===== config.mk =====
export PLATFORM = sky130hd
export DESIGN_NAME = barrett_mu_gen
export DESIGN_NICKNAME = d
export VERILOG_FILES = /design/src/rtl/barrett_mu_gen.sv
export SDC_FILE = /design/constraint.sdc
export NUM_CORES = 1
export LEC_CHECK = 0
export ABC_CLOCK_PERIOD_IN_PS = 9850
export CORE_UTILIZATION = 28
export DETAILED_ROUTE_END_ITERATION = 8
export GPL_TIMING_DRIVEN = 1
export MAX_ROUTING_LAYER = met4
export PLACE_DENSITY = 0.49
export SLEW_MARGIN = 20
export SYNTH_ARGS = -nofsm -noshare
export SYNTH_HDL_FRONTEND = slang
export SYNTH_SLANG_ARGS = --single-unit

===== constraint.sdc =====
create_clock -name clk -period 9.85 [get_ports clk]
set_input_delay 1.4775 -clock clk [delete_from_list [all_inputs] [get_ports clk]]
set_output_delay 1.4775 -clock clk [all_outputs]
set_load 0.05 [all_outputs]

===== src/rtl/barrett_mu_gen.sv =====
// Barrett constant generator: mu = floor(2^64 / q) by a 65-step restoring division.
// Optional macro BARRETT_MU_CACHE_EN keeps the last (q, mu) pair and short-circuits repeats.
module barrett_mu_gen (
    input  logic        clk,
    input  logic        rst_n,
    input  logic        in_valid,
    output logic        in_ready,
    input  logic [63:0] q_in,
    output logic        out_valid,
    input  logic        out_ready,
    output logic [63:0] q_out,
    output logic [63:0] mu_out,
    output logic        err
);

    typedef enum logic [1:0] {IDLE, CALC, DONE} state_t;

    state_t      state;
    logic [64:0] rem;
    logic [64:0] quot;
    logic [6:0]  cnt;

    logic [64:0] rem_shift;
    logic [64:0] rem_next;
    logic [64:0] quot_next;
    logic        q_bit;

    // The dividend 2^64 has only bit 64 set, which is fed in on the first step (cnt == 64).
    always_comb begin
        rem_shift = (rem << 1) | {64'd0, (cnt == 7'd64)};
        q_bit     = (rem_shift >= {1'b0, q_out});
        rem_next  = q_bit ? (rem_shift - {1'b0, q_out}) : rem_shift;
        quot_next = (quot << 1) | {64'd0, q_bit};
    end

    logic        cache_hit;
    logic [63:0] cache_mu;

`ifdef BARRETT_MU_CACHE_EN
    logic        cache_valid;
    logic [63:0] cache_q;

    assign cache_hit = cache_valid && (q_in == cache_q);

    always_ff @(posedge clk or negedge rst_n) begin
        if (!rst_n) begin
            cache_valid <= 1'b0;
            cache_q     <= '0;
            cache_mu    <= '0;
        end else if (state == CALC && cnt == 7'd0) begin
            cache_valid <= 1'b1;
            cache_q     <= q_out;
            cache_mu    <= quot_next[63:0];
        end
    end
`else
    assign cache_hit = 1'b0;
    assign cache_mu  = '0;
`endif

    always_ff @(posedge clk or negedge rst_n) begin
        if (!rst_n) begin
            state     <= IDLE;
            in_ready  <= 1'b1;
            out_valid <= 1'b0;
            q_out     <= '0;
            mu_out    <= '0;
            err       <= 1'b0;
            rem       <= '0;
            quot      <= '0;
            cnt       <= '0;
        end else begin
            case (state)
                IDLE: begin
                    if (in_valid) begin
                        in_ready <= 1'b0;
                        q_out    <= q_in;
                        rem      <= '0;
                        quot     <= '0;
                        if (q_in < 64'd2) begin
                            state     <= DONE;
                            out_valid <= 1'b1;
                            mu_out    <= '1;
                            err       <= 1'b1;
                        end else if (cache_hit) begin
                            state     <= DONE;
                            out_valid <= 1'b1;
                            mu_out    <= cache_mu;
                            err       <= 1'b0;
                        end else begin
                            state <= CALC;
                            cnt   <= 7'd64;
                        end
                    end
                end
                CALC: begin
                    rem  <= rem_next;
                    quot <= quot_next;
                    // Quotient bit 64 is always zero for q >= 2, so only the low word is kept.
                    if (cnt == 7'd0) begin
                        state     <= DONE;
                        out_valid <= 1'b1;
                        mu_out    <= quot_next[63:0];
                        err       <= 1'b0;
                    end else begin
                        cnt <= cnt - 7'd1;
                    end
                end
                DONE: begin
                    if (out_ready) begin
                        state     <= IDLE;
                        out_valid <= 1'b0;
                        in_ready  <= 1'b1;
                    end
                end
                default: begin
                    state <= IDLE;
                end
            endcase
        end
    end

endmodule


==> metrics.md <==
| Metric | Value |
|---|---|
| Outcome | finished clean |
| Cell Area, Synth | 14500 sq um |
| Row Count | 82 |
| Most common cell after layout, fill and taps aside | dfrtp_1 |
| Yosys warns | 0 |
| Hold slack | 475 ps |
| Final WL | 44700 um |
| PD cells | roughly 130 nW/um^2 |
| Initial Utilization | 28.6% |
| Routability cong. | about 0.87 |
| CTS Buffer Depth | 3 |
| Most frequent cells in the layout | dfrtp_1 (266), nand2_1 (237), clkdlybuf4s50_1 (197) |
| Final Net Count | 1888 |
| Max-cap viol count | 0 |
| Fillers | 5271 |
| Critical path's slowest cell | dfrtp_1 |
| Port Buffers | approximately 200 |
| Fin crit share | 45.5% |
| Sequential Power Share | 46.0% |
| Max-slew headroom | 23.9% |
| Setup Buffers After CTS | 0 |
| Cell Area, Placed | 17000 sq um |
| Dpl ws | 5060 ps |
| Syn Nets | 1736 |
| HPWL after detailed placement | 32100 um |
| Post-synth EDFFs | 0 |
| Sw frac | between 20% and 30% |
| First-pass GRT wire length | 70600 um |
| Mapped Cells | 1602 |
| TritonCTS clock tree | done |
| Maximum clock frequency | 223 MHz |
| Max rail drop VDD | 0.107 mV |
| Die area | 52600 sq um |
| Clock latency on the worst-skew pair | 540 ps |
| Num CTS Buffers | 34 |
| Ordered cell list for the critical path | inv_1 -> ha_1 -> nand2_1 -> or3_1 -> inv_1 -> nand2_1 -> ha_1 -> nor2b_1 -> o21bai_1 -> o221a_2 -> a22oi_1 -> o31a_1 -> nor3_2 -> o21ai_1 -> a211oi_4 -> buf_4 -> nand2b_1 -> buf_4 -> o21ai_1 |
| CP delay by family, top | compound AO/OA/AOI/OAI gates |
| # resized after CTS | 0 |
| Slew at the pin closest to its max-slew limit | 1140 ps |
| Worst stage delay on the critical path | 410 ps |
| TritonRoute pass-1 iters | 5 |
| Predominant post-synthesis flop cell | dfrtp_1 |
| DRC Markers | 0 |
| Synth Register Bits | 267 |
| CP endpoint kind | flip-flop |
| Syn Area/Cell | around 9 sq um |
| Post-route cell area | approximately 18000 sq um |
| DR WL/cell | roughly 18 um |
| Grt total ovfl | 0 |
| Unique masters post-synth | between 60 and 70 |
| Top post-synthesis cells by area | dfrtp_1 (46%), nand2_1 (6.1%), o21ai_0 (5.7%), ha_1 (5.6%), a22o_1 (3.9%) |
| Iter 0 DRT Violations | 783 |
| CP Data Required Time | 10310 ps |
| All-Layer GR Usage | between 10% and 20% |
| Final setup viols | 0 |
| Die Ht | 229 um |
| CP Launch Type | flip-flop |
| Clk_skew | 12.9 ps |
| Post-Route Setup TNS | 0 ps |
| Power Internal | 1.87 mW |
| Pleak | between 8 and 9 nW |
| I/O Pins | 199 |
| Sequential share of the synthesized area | a little under half |
| Via density | 5.03 |
| H-tree depth | 2 |
| Worst Path Max Fanout | 31 |
| Final setup margin | between 5000 and 6000 ps |
| Vias in the first global route | approximately 12000 |
| Logic pwr share | 2.5% |
| Largest net degree at the start of global routing | 132 |
| Via count | ~12000 |
| Area Overhead vs Synth | 25.2% |
| Clock-pin slew of the registers on the worst-case setup and hold paths | roughly 60 ps |
| Placed cells | 2390 |
| Leading area contributor after synthesis | dfrtp_1 |
| Switching pwr | around 510 uW |
| # hold bufs at CTS | 0 |
| Fin cells | roughly 2400 |
| Crit Path Class | flip-flop to flip-flop |
| Root Driver | clkbuf_16 |
| Post-synth top area share | a little under half |
| Antenna viol nets, final | 0 |
| Clock power frac | between 50% and 60% |
| Final worst path period need | 4480 ps |
| Buf+Inv Stages, Crit Path | 4 |
| Ys async rst share | 100% |
| Arrival time worst endpoint | 4940 ps |
| Die Span X | 229 um |
| Final Hold Fails | 0 |
| Num Clock Sinks | around 270 |
| RSZ-0062 raised after global routing | false |
| Hold Crit Class | flip-flop to flip-flop |
| Final Max Tran Viols | 0 |
| Core Box Area | 50600 sq um |
| Layout cells sized above 1 | 4.39% |
| Initial antenna violation count | 1 |
-- synthesized netlist by cell type, types with 27 or more instances --
library cell,number
o21ai_1,76
a21o_1,33
mux2i_1,37
nand4_1,31
dfrtp_1,266
xor2_1,27
o21ai_0,166
clkbuf_1,74
nand2_1,237
nor2_1,105
xnor2_1,34
a21oi_1,81
a22o_1,64
ha_1,65
inv_1,84
-- power groups by stage --
| stage | clock [mW] | combinational [mW] | sequential, mW |
|---|---|---|---|
| 3_5_place_dp | 0 | 0.0618 | 1.12 |
| 6_report | 1.23 | 0.0596 | 1.10 |
| 3_3_place_gp | 0 | 0.0612 | 1.12 |
| 2_1_floorplan | 0 | 0.00151 | 1.12 |
| 4_1_cts | 1.27 | 0.0621 | 1.10 |
| 5_1_grt | 1.31 | 0.0661 | 1.10 |
-- final cells by class --
type | count | area, sq um | area share (%)
Antenna cell | 1 | 2.50 | 0.0138
Sequential cell | 267 | 6680 | 36.9
Clock buffer | 48 | 943 | 5.21
Inverter | 85 | 319 | 1.76
Timing Repair Buffer | 209 | 2070 | 11.4
Clock inverter | 9 | 139 | 0.766
Tap cell | 672 | 841 | 4.64
Multi-Input combinational cell | 1157 | 7120 | 39.3
-- registers in the layout, indices dropped and copies added, names as in the netlist --
name	cells
rem	64
in_ready	1
out_valid	1
q_out	64
state	2
cnt	7
quot	63
err	1
mu_out	64
-- cell families (layout without fill, tap and decap cells) --
kind of cell | after synthesis | after routing | synth area share [%]
other | 0 | 1 | 0
multiplexers | 38 | 38 | 2.64
XOR/XNOR | 61 | 61 | 3.69
buffers and inverters | 178 | 351 | 4.87
AND/OR/NAND/NOR | 468 | 468 | 14.1
AO/OA/AOI/OAI | 524 | 524 | 22.7
flip-flops | 267 | 267 | 46.2
adder cells (fa/ha/maj) | 66 | 66 | 5.76
-- final timing paths --
| kind | startpoint | end | slack [ps] | cells past startpoint |
|---|---|---|---|---|
| worst min register to register | mu_out[20]$_DFFE_PN0P_ | mu_out[20]$_DFFE_PN0P_ | 470 | 2 |
| max in group asynchronous | rst_n | q_out[46]$_DFFE_PN0P_ | 6800 | 3 |
| worst max-delay path | cnt[0]$_DFFE_PN0P_ | rem[36]$_DFFE_PN0P_ | 5370 | 19 |
| min in group asynchronous | rst_n | mu_out[14]$_DFFE_PN0P_ | 970 | 1 |
| worst min-delay path | mu_out[20]$_DFFE_PN0P_ | mu_out[20]$_DFFE_PN0P_ | 470 | 2 |
| worst max register to register | cnt[0]$_DFFE_PN0P_ | rem[36]$_DFFE_PN0P_ | 5370 | 19 |
-- worst reg2reg max path, delay by kind of cell (launching register included) --
kind                     cells  cell delay, ps
AND/OR/NAND/NOR              6            1010
AO/OA/AOI/OAI                7            1860
buffers and inverters        4             730
flip-flops                   1             410
adder cells (fa/ha/maj)      2             390
-- metal layers --
metal	vias to the layer above	track usage [%]	part of all wire, %
met3	42	3.14	4.7
met4	0	4.02	1.7
met1	5991	23.9	49
met2	295	26.5	45
li1	5990	-	-
met5	-	-	0
-- through the flow --
stage	util, %	total power, mW
floorplan	-	1.12
global placement	33.7	1.18
detailed placement	33.7	1.18
CTS	35.8	2.43
global route	35.8	2.47
finish	35.8	2.38
(Power assumes the default switching activity.)
==> variant (same flow settings) <==
Encoding of `state_t`: now one-hot (3 bits for 3 states).
--- a/src/rtl/barrett_mu_gen.sv
+++ b/src/rtl/barrett_mu_gen.sv
@@ -14,5 +14,5 @@
 );
 
-    typedef enum logic [1:0] {IDLE, CALC, DONE} state_t;
+    typedef enum logic [2:0] {IDLE = 3'b001, CALC = 3'b010, DONE = 3'b100} state_t;
 
     state_t      state;
Formal check against the unedited RTL: no difference found for any inputs over 4 cycles, from zero or initial values and one cycle with rst_n low; so few cycles prove little.
==> variant against the unedited design <==
  * First-iteration DRC count fell by 4.9%
  * Sequential cell count is 1 higher
  * Global-route usage grew 0.74 points
  * Die area up 1.1%
  * Wire length is 4.4% higher
  * Design area rose by 1.3%
  * Via count increased by 2.7%
  * Critical path depth fell by 3
  * Synthesized area increased by 1.1%
  * Setup slack got worse by 170 ps
  * Utilization fell by 0.18 points
Power is left out: it rests on default switching activity, and per cell area and clock period it moved more than threefold.
==> variant: results (changes against the unedited design) <==
status complete, no violations; share of layout cells above drive strength 1 4.82% (+0.43 points); first-pass GRT wire length 73900 µm (+4.7%); post-place setup slack 5110 ps (+49.1 ps); routability congestion estimate 0.919 (+6.0%); multiplexer area fraction after synthesis 1.16% (-1.5 points); Critical Path Fanout Max 5 (-84%); met3 routed WL 2020 µm (-4.6%); grt met2 use 27.6% (+1.2 points); Slew Limit Headroom 29.5% (+5.6 points); Layout Nets 1935 (+2.5%); adder-cell share of the synthesized area 5.69% (-0.063 points); Placed Cells 2443 (+2.2%); Worst Min Path Start mu_out[4]$_DFFE_PN0P_; post-synthesis compound-gate area fraction 20.8% (-1.9 points); Cells on Worst Hold Path 1 (-1); synth top area cells dfrtp_1 (45%), nand2_1 (7.7%), ha_1 (5.6%); post-DP HPWL 32900 µm (+2.4%); post-place instance area 0.0172 mm² (+0.69%); vias per cell 5.05 (+0.29%); Tmin final 4650 ps (+168 ps); register area share after synthesis 45.8% (-0.33 points); syn_nets 1798 (+3.6%); # fillers 5382 (+2.1%); P&R area growth vs syn 25.5%; largest net degree at the start of global routing 103 (-22%); WP data arrival 5070 ps (+130 ps); flop2flop setup slack 5200 ps (-170 ps); post-synthesis cell count 1664 (+3.9%); GR met1 Demand/Resource 24.5% (+0.66 points); Hold Path Sink mu_out[4]$_DFFE_PN0P_; drt wl/cell 18.6 µm (+2.0%); WHS 483 ps (+8.47 ps); number of DRC markers in iteration 0 745 (-4.9%); worst reg-to-reg path cell count 16 (-3); CTS Buf Count 35 (+2.9%); post-route clock skew 18.3 ps (+5.47 ps)
-- variant: cell count changes after synthesis, sizes merged, moves of 8 or more --
| cell | change |
|---|---|
| nand3 | +70 |
| o21ai | -65 |
| nand2 | +62 |
| o22a | +61 |
| a22o | -54 |
| a21oi | +29 |
| nor2 | -27 |
| mux2i | -20 |
| a32oi | -19 |
| clkbuf | +10 |
| buf | +9 |
| a22oi | +8 |
-- variant: critical path, stage by stage, from the launching register on --
cell and delay [ps]:
dfrtp_1 380, inv_1 100, ha_1 170, nand2b_1 80, nor4_1 360, nand2_1 110
ha_1 210, nor2b_1 140, o2111ai_1 150, a21oi_1 420, a41oi_1 340, o311ai_1 930
nor2_1 170, o21ai_0 510, xnor2_1 190, o21ai_1 80, a22o_1 200
-- variant: layout make-up --
type	count	area share, %
Multi-Input combinational cell	1200	39.2
Sequential cell	268	36.5
Antenna cell	1	0.0136
Tap cell	680	4.63
Clock buffer	50	5.57
Clock inverter	11	0.845
Inverter	84	1.72
Timing Repair Buffer	212	11.5
